<file path="config.mk">
export PLATFORM = sky130hd
export DESIGN_NAME = digit_counter_flat
export DESIGN_NICKNAME = d
export VERILOG_FILES = /design/src/rtl/digit_counter_if.sv /design/src/rtl/digit_counter.sv /design/src/flat_wrapper.sv
export SDC_FILE = /design/constraint.sdc
export NUM_CORES = 1
export LEC_CHECK = 0
export ABC_AREA = 1
export BUFFER_PORTS_ARGS = -buffer_cell sky130_fd_sc_hd__buf_2
export CORE_MARGIN = 4
export CORE_UTILIZATION = 30
export DETAILED_ROUTE_END_ITERATION = 10
export MAX_ROUTING_LAYER = met4
export SLEW_MARGIN = 20
export SYNTH_ARGS = -nofsm -noshare
export SYNTH_HDL_FRONTEND = slang
export SYNTH_SLANG_ARGS = --single-unit
</file>
<file path="constraint.sdc">
create_clock -name clk -period 2.8 [get_ports clk]
set_clock_uncertainty 0.2 [all_clocks]
set_input_delay 0.84 -clock clk [delete_from_list [all_inputs] [get_ports clk]]
set_output_delay 0.84 -clock clk [all_outputs]
set_load 0.02 [all_outputs]
</file>
<file path="src/rtl/digit_counter_if.sv">
// Control and display bundle of the two-digit BCD counter.
// start/stop are edge-detected requests; clear and up are levels sampled on every clock edge.
interface digit_counter_if;
    logic       start;
    logic       stop;
    logic       clear;
    logic       up;
    logic [3:0] ones;
    logic [3:0] tens;
    logic       blank_tens;
    logic       tc;
    logic       running;
    logic       state_dbg;

    modport master (
        output start, stop, clear, up,
        input  ones, tens, blank_tens, tc, running, state_dbg
    );

    modport slave (
        input  start, stop, clear, up,
        output ones, tens, blank_tens, tc, running, state_dbg
    );
endinterface

</file>
<file path="src/rtl/digit_counter.sv">
// Two-digit BCD up/down counter stepped by a prescaler, with a start/stop run FSM.
// The count wraps between 00 and MAXVAL in either direction.
module digit_counter #(
    parameter int DIV    = 4,
    parameter int MAXVAL = 99
) (
    input  logic           clk,
    input  logic           rst,
    digit_counter_if.slave bus
);
    localparam int              PW      = $clog2(DIV);
    localparam logic [PW-1:0]   PS_LAST = PW'(DIV - 1);
    localparam logic [3:0]      MAX_T   = 4'(MAXVAL / 10);
    localparam logic [3:0]      MAX_O   = 4'(MAXVAL % 10);

    typedef enum logic {
        IDLE = 1'b0,
        RUN  = 1'b1
    } state_t;

    state_t        state;
    state_t        state_n;
    logic          start_q;
    logic          stop_q;
    logic          start_arm;
    logic          start_edge;
    logic          stop_edge;
    logic [PW-1:0] ps;
    logic [PW-1:0] ps_n;
    logic          tick;
    logic [3:0]    ones;
    logic [3:0]    tens;
    logic [3:0]    ones_n;
    logic [3:0]    tens_n;
    logic          at_max;
    logic          at_zero;

    // start_arm stays low until start has been seen low once after reset,
    // so a start held high through reset cannot look like a fresh edge.
    assign start_edge = bus.start & ~start_q & start_arm;
    assign stop_edge  = bus.stop & ~stop_q;

    always_ff @(posedge clk or posedge rst) begin
        if (rst) begin
            start_q   <= 1'b0;
            stop_q    <= 1'b0;
            start_arm <= 1'b0;
        end else begin
            start_q   <= bus.start;
            stop_q    <= bus.stop;
            start_arm <= start_arm | ~bus.start;
        end
    end

    always_ff @(posedge clk or posedge rst) begin
        if (rst) begin
            state <= IDLE;
        end else begin
            state <= state_n;
        end
    end

    // A stop edge always wins, including when it arrives alongside a start edge.
    always_comb begin
        state_n = state;
        case (state)
            IDLE:    if (start_edge && !stop_edge) state_n = RUN;
            RUN:     if (stop_edge) state_n = IDLE;
            default: state_n = IDLE;
        endcase
    end

    assign tick = (state == RUN) && (ps == PS_LAST);

    // The prescaler only advances while the run continues past this edge.
    always_comb begin
        ps_n = '0;
        if (!bus.clear && (state == RUN) && (state_n == RUN)) begin
            ps_n = tick ? '0 : ps + PW'(1);
        end
    end

    always_ff @(posedge clk or posedge rst) begin
        if (rst) begin
            ps <= '0;
        end else begin
            ps <= ps_n;
        end
    end

    assign at_max  = (tens == MAX_T) && (ones == MAX_O);
    assign at_zero = (tens == 4'd0) && (ones == 4'd0);

    always_comb begin
        ones_n = ones;
        tens_n = tens;
        if (bus.clear) begin
            ones_n = 4'd0;
            tens_n = 4'd0;
        end else if (tick) begin
            if (bus.up) begin
                if (at_max) begin
                    ones_n = 4'd0;
                    tens_n = 4'd0;
                end else if (ones == 4'd9) begin
                    ones_n = 4'd0;
                    tens_n = tens + 4'd1;
                end else begin
                    ones_n = ones + 4'd1;
                end
            end else begin
                if (at_zero) begin
                    ones_n = MAX_O;
                    tens_n = MAX_T;
                end else if (ones == 4'd0) begin
                    ones_n = 4'd9;
                    tens_n = tens - 4'd1;
                end else begin
                    ones_n = ones - 4'd1;
                end
            end
        end
    end

    always_ff @(posedge clk or posedge rst) begin
        if (rst) begin
            ones <= 4'd0;
            tens <= 4'd0;
        end else begin
            ones <= ones_n;
            tens <= tens_n;
        end
    end

    assign bus.ones       = ones;
    assign bus.tens       = tens;
    assign bus.blank_tens = (tens == 4'd0);
    assign bus.running    = (state == RUN);
    assign bus.tc         = (state == RUN) && (bus.up ? at_max : at_zero);
    assign bus.state_dbg  = state;
endmodule

</file>
<file path="src/flat_wrapper.sv">
// flat-port wrapper written by rule: the top's interface ports become plain ports
module digit_counter_flat 
#(
    parameter int DIV    = 4,
    parameter int MAXVAL = 99
)
  (clk, rst, bus_start, bus_stop, bus_clear, bus_up, bus_ones, bus_tens, bus_blank_tens, bus_tc, bus_running, bus_state_dbg);
  digit_counter_if bus_i ();
  input  logic clk;
  input  logic rst;
  input wire logic [$bits(bus_i.start)-1:0] bus_start;
  input wire logic [$bits(bus_i.stop)-1:0] bus_stop;
  input wire logic [$bits(bus_i.clear)-1:0] bus_clear;
  input wire logic [$bits(bus_i.up)-1:0] bus_up;
  output wire logic [$bits(bus_i.ones)-1:0] bus_ones;
  output wire logic [$bits(bus_i.tens)-1:0] bus_tens;
  output wire logic [$bits(bus_i.blank_tens)-1:0] bus_blank_tens;
  output wire logic [$bits(bus_i.tc)-1:0] bus_tc;
  output wire logic [$bits(bus_i.running)-1:0] bus_running;
  output wire logic [$bits(bus_i.state_dbg)-1:0] bus_state_dbg;
  assign bus_i.start = bus_start;
  assign bus_i.stop = bus_stop;
  assign bus_i.clear = bus_clear;
  assign bus_i.up = bus_up;
  assign bus_ones = bus_i.ones;
  assign bus_tens = bus_i.tens;
  assign bus_blank_tens = bus_i.blank_tens;
  assign bus_tc = bus_i.tc;
  assign bus_running = bus_i.running;
  assign bus_state_dbg = bus_i.state_dbg;
  digit_counter #(.DIV(DIV), .MAXVAL(MAXVAL)) u_core (.clk(clk), .rst(rst), .bus(bus_i));
endmodule
</file>
==> flow_metrics.tcl <==
set metrics [dict create \
    core_um2 3150 \
    dpl.hpwl_mm 1.67 \
    ys.flop_type "dfrtp_1" \
    grt_pass1_vias 874 \
    p_per_area_nw_per_um2 427 \
    drive_gt1_share_pct 34.9 \
    grt_overflow 0 \
    clockBufferDepth 2 \
    io_buffers 17 \
    critPathArrivalTime_ns 1.67 \
    max_cap_violations 0 \
    cts_buffers 3 \
    synthArstFlopShare_pct 100 \
    dieArea_um2 4420 \
    synth-seq-cells 14 \
    hold_buffers 0 \
    start_util_pct 32.5 \
    multi_input_area_um2 591 \
    antenna_cells 0 \
    path_class "register to output pin" \
    hold_depth 1 \
    r2r-end "u_core.bus.tens[2]" \
    htreeDepth 1 \
    yosysSeqAreaShare_pct 34.1 \
    ir_drop_mv 0.275 \
    r2r_start "u_core.bus.tens[1]" \
    ant_nets 0 \
    routabilityCongestion 0.854 \
    wire_per_inst_um 10.2 \
    grt_pass1_wl_mm 3.69 \
    setup_viol 0 \
    hp-start "u_core.ps[0]" \
    mostFrequentLayoutCell "nand2_1" \
    period_share_pct 96.8 \
    leakagePower_uw 0.000696 \
    crit_required_ns 1.76 \
    synth_area_per_cell_um2 7.43 \
    firstDrtPassIters 5 \
    syn_inst 138 \
    antenna_found_initial 0 \
    reg2reg_depth 10 \
    ys_types 25 \
    finalMaxSlewViolations 0 \
    viasPerCell 4.44 \
    period_needed_ns 2.71 \
    grt_max_degree 15 \
    outcome "completed" \
    cts.sinks 14 \
    power_uw 545 \
    drc 0 \
    syn-cell-area_um2 1030 \
    routed_wl_mm 2.14 \
    hold_class "register to register" \
    max_slew.worst_pin.slew_ns 0.512 \
    yosys_warnings 0 \
    final_cell_mix "nand2_1 (32), buf_2 (16), inv_1 (14), dfrtp_1 (13), nor2_1 (12)" \
    insertion_delay_ns 0.27 \
    root_buffer "clkbuf_4" \
    area_delta_synth_final_pct 24.3 \
    nNetsFinal 182 \
    row_count 20 \
    drtIter0Drc 13 \
    synth_fp_nets 152 \
    gr-usage-all-layers_pct 10.9 \
    max_freq_ghz 0.369 \
    finalHoldViolations 0 \
    crit_fanout 5 \
    fill_cells 345 \
    finalHoldWorstSlack_ns 0.246 \
    via_count 933 \
    crit_path_start_kind "register" \
    register_area_um2 352 \
    pin_count 18 \
    holdPathEnd "u_core.ps[0]" \
    crit_path_end_kind "output pin" \
    r2r_slack_ns 1.14 \
    relSlewSlack_pct 65.8 \
    clkSlewWorstSetupHoldPaths_ns 0.08 \
    synth-edff-count 0 \
    fp.dieH_um 66.5 \
    die_w_um 66.5 \
    cts_tree "done" \
]
==> through the flow <==
stage	setup TNS, ns	instance area, um^2	utilization, %	cells	worst slack (ns)
3_3_place_gp	0	1160	36.8	198	0.216
2_1_floorplan	0	1030	-	138	0.0613
6_report	0	1270	40.4	210	0.0908
4_1_cts	0	1200	38.1	203	0.0100
5_1_grt	-0.0143	1270	40.4	210	-0.0143
3_5_place_dp	0	1160	36.8	198	0.177
==> metal layers <==
metal  vias up  GRT usage [%]  part of all wire, %
li1        494              -                    -
met1       422           13.7                   45
met2        13           16.7                   51
met3         4           1.85                  2.8
met4         0           5.58                  1.4
met5         -              -                    0
==> flip-flops by register name, indices dropped and copies added, names as in the netlist <==
register            count
u_core.bus.ones         4
u_core.bus.running      1
u_core.bus.tens         4
u_core.ps               2
u_core.start_arm        1
u_core.start_q          1
u_core.stop_q           1
==> power by group <==
| part | switching, uW | internal, uW |
|---|---|---|
| combinational | 120 | 73.7 |
| clock | 57.1 | 49.8 |
| sequential | 25.9 | 218 |
==> worst max-delay path, cell delays in order, from the launching register on <==
cell,delay (ns)
dfrtp_2,0.44
inv_2,0.07
ha_2,0.17
nand2_1,0.06
nor2_2,0.14
nand2_2,0.08
o21a_1,0.19
nor2_1,0.09
buf_4,0.15
==> worst max path at each step <==
| stage | end | startpoint | slack, ns |
|---|---|---|---|
| after floorplan | bus_tc | u_core.bus.tens[0] | 0.06 |
| after global placement | bus_tc | u_core.bus.ones[0] | 0.22 |
| after detailed placement | bus_tc | u_core.bus.ones[0] | 0.18 |
| after CTS | bus_tc | u_core.bus.ones[0] | 0.01 |
| after global routing | bus_tc | u_core.bus.tens[1] | -0.01 |
| final | bus_tc | u_core.bus.tens[1] | 0.09 |
==> layout make-up <==
class                      count  share of cell area [%]
multi-input combinational     98                    46.3
inverter                      24                    7.26
timing repair buffer          27                    12.8
clock buffer                   3                    1.77
sequential                    14                    27.6
tap                           44                    4.32
==> kinds of logic (layout without fill, tap and decap cells) <==
| family | count (synthesis) | in the layout | share of synthesized area [%] |
|---|---|---|---|
| adders and majority gates | 8 | 8 | 9.76 |
| xor gates and xnor gates | 3 | 3 | 2.56 |
| and+or+nand+nor | 74 | 74 | 36.3 |
| buffers and inverters | 26 | 54 | 10.2 |
| DFF | 14 | 14 | 34.1 |
| AOI/OAI and AO/OA | 13 | 13 | 6.95 |
==> synth_stat cells (2+ instances only) <==
cell | number | area share, %
xor2_1 | 3 | 2.6
nand2_1 | 33 | 12
o21ai_1 | 2 | 0.98
o22ai_1 | 2 | 1.2
dfrtp_1 | 14 | 34
nand2_2 | 3 | 1.8
o21ai_0 | 2 | 0.98
nand2_4 | 3 | 3.3
inv_1 | 17 | 6.2
nand3_2 | 2 | 2.0
nor2_1 | 13 | 4.8
nand3b_1 | 2 | 1.5
nand4_1 | 2 | 1.2
nand3_1 | 10 | 4.9
nor2_2 | 4 | 2.4
a21oi_1 | 5 | 2.4
ha_1 | 8 | 9.8
inv_2 | 6 | 2.2
==> what timing repair did <==
item	4_1_cts	5_1_grt
endpoints found under the setup margin	1	1
cloned	0	0
buffers inserted	2	7
hold endpoints to repair	0	0
pin swaps	0	2
resized for setup	2	8
(Power assumes the default switching activity.)
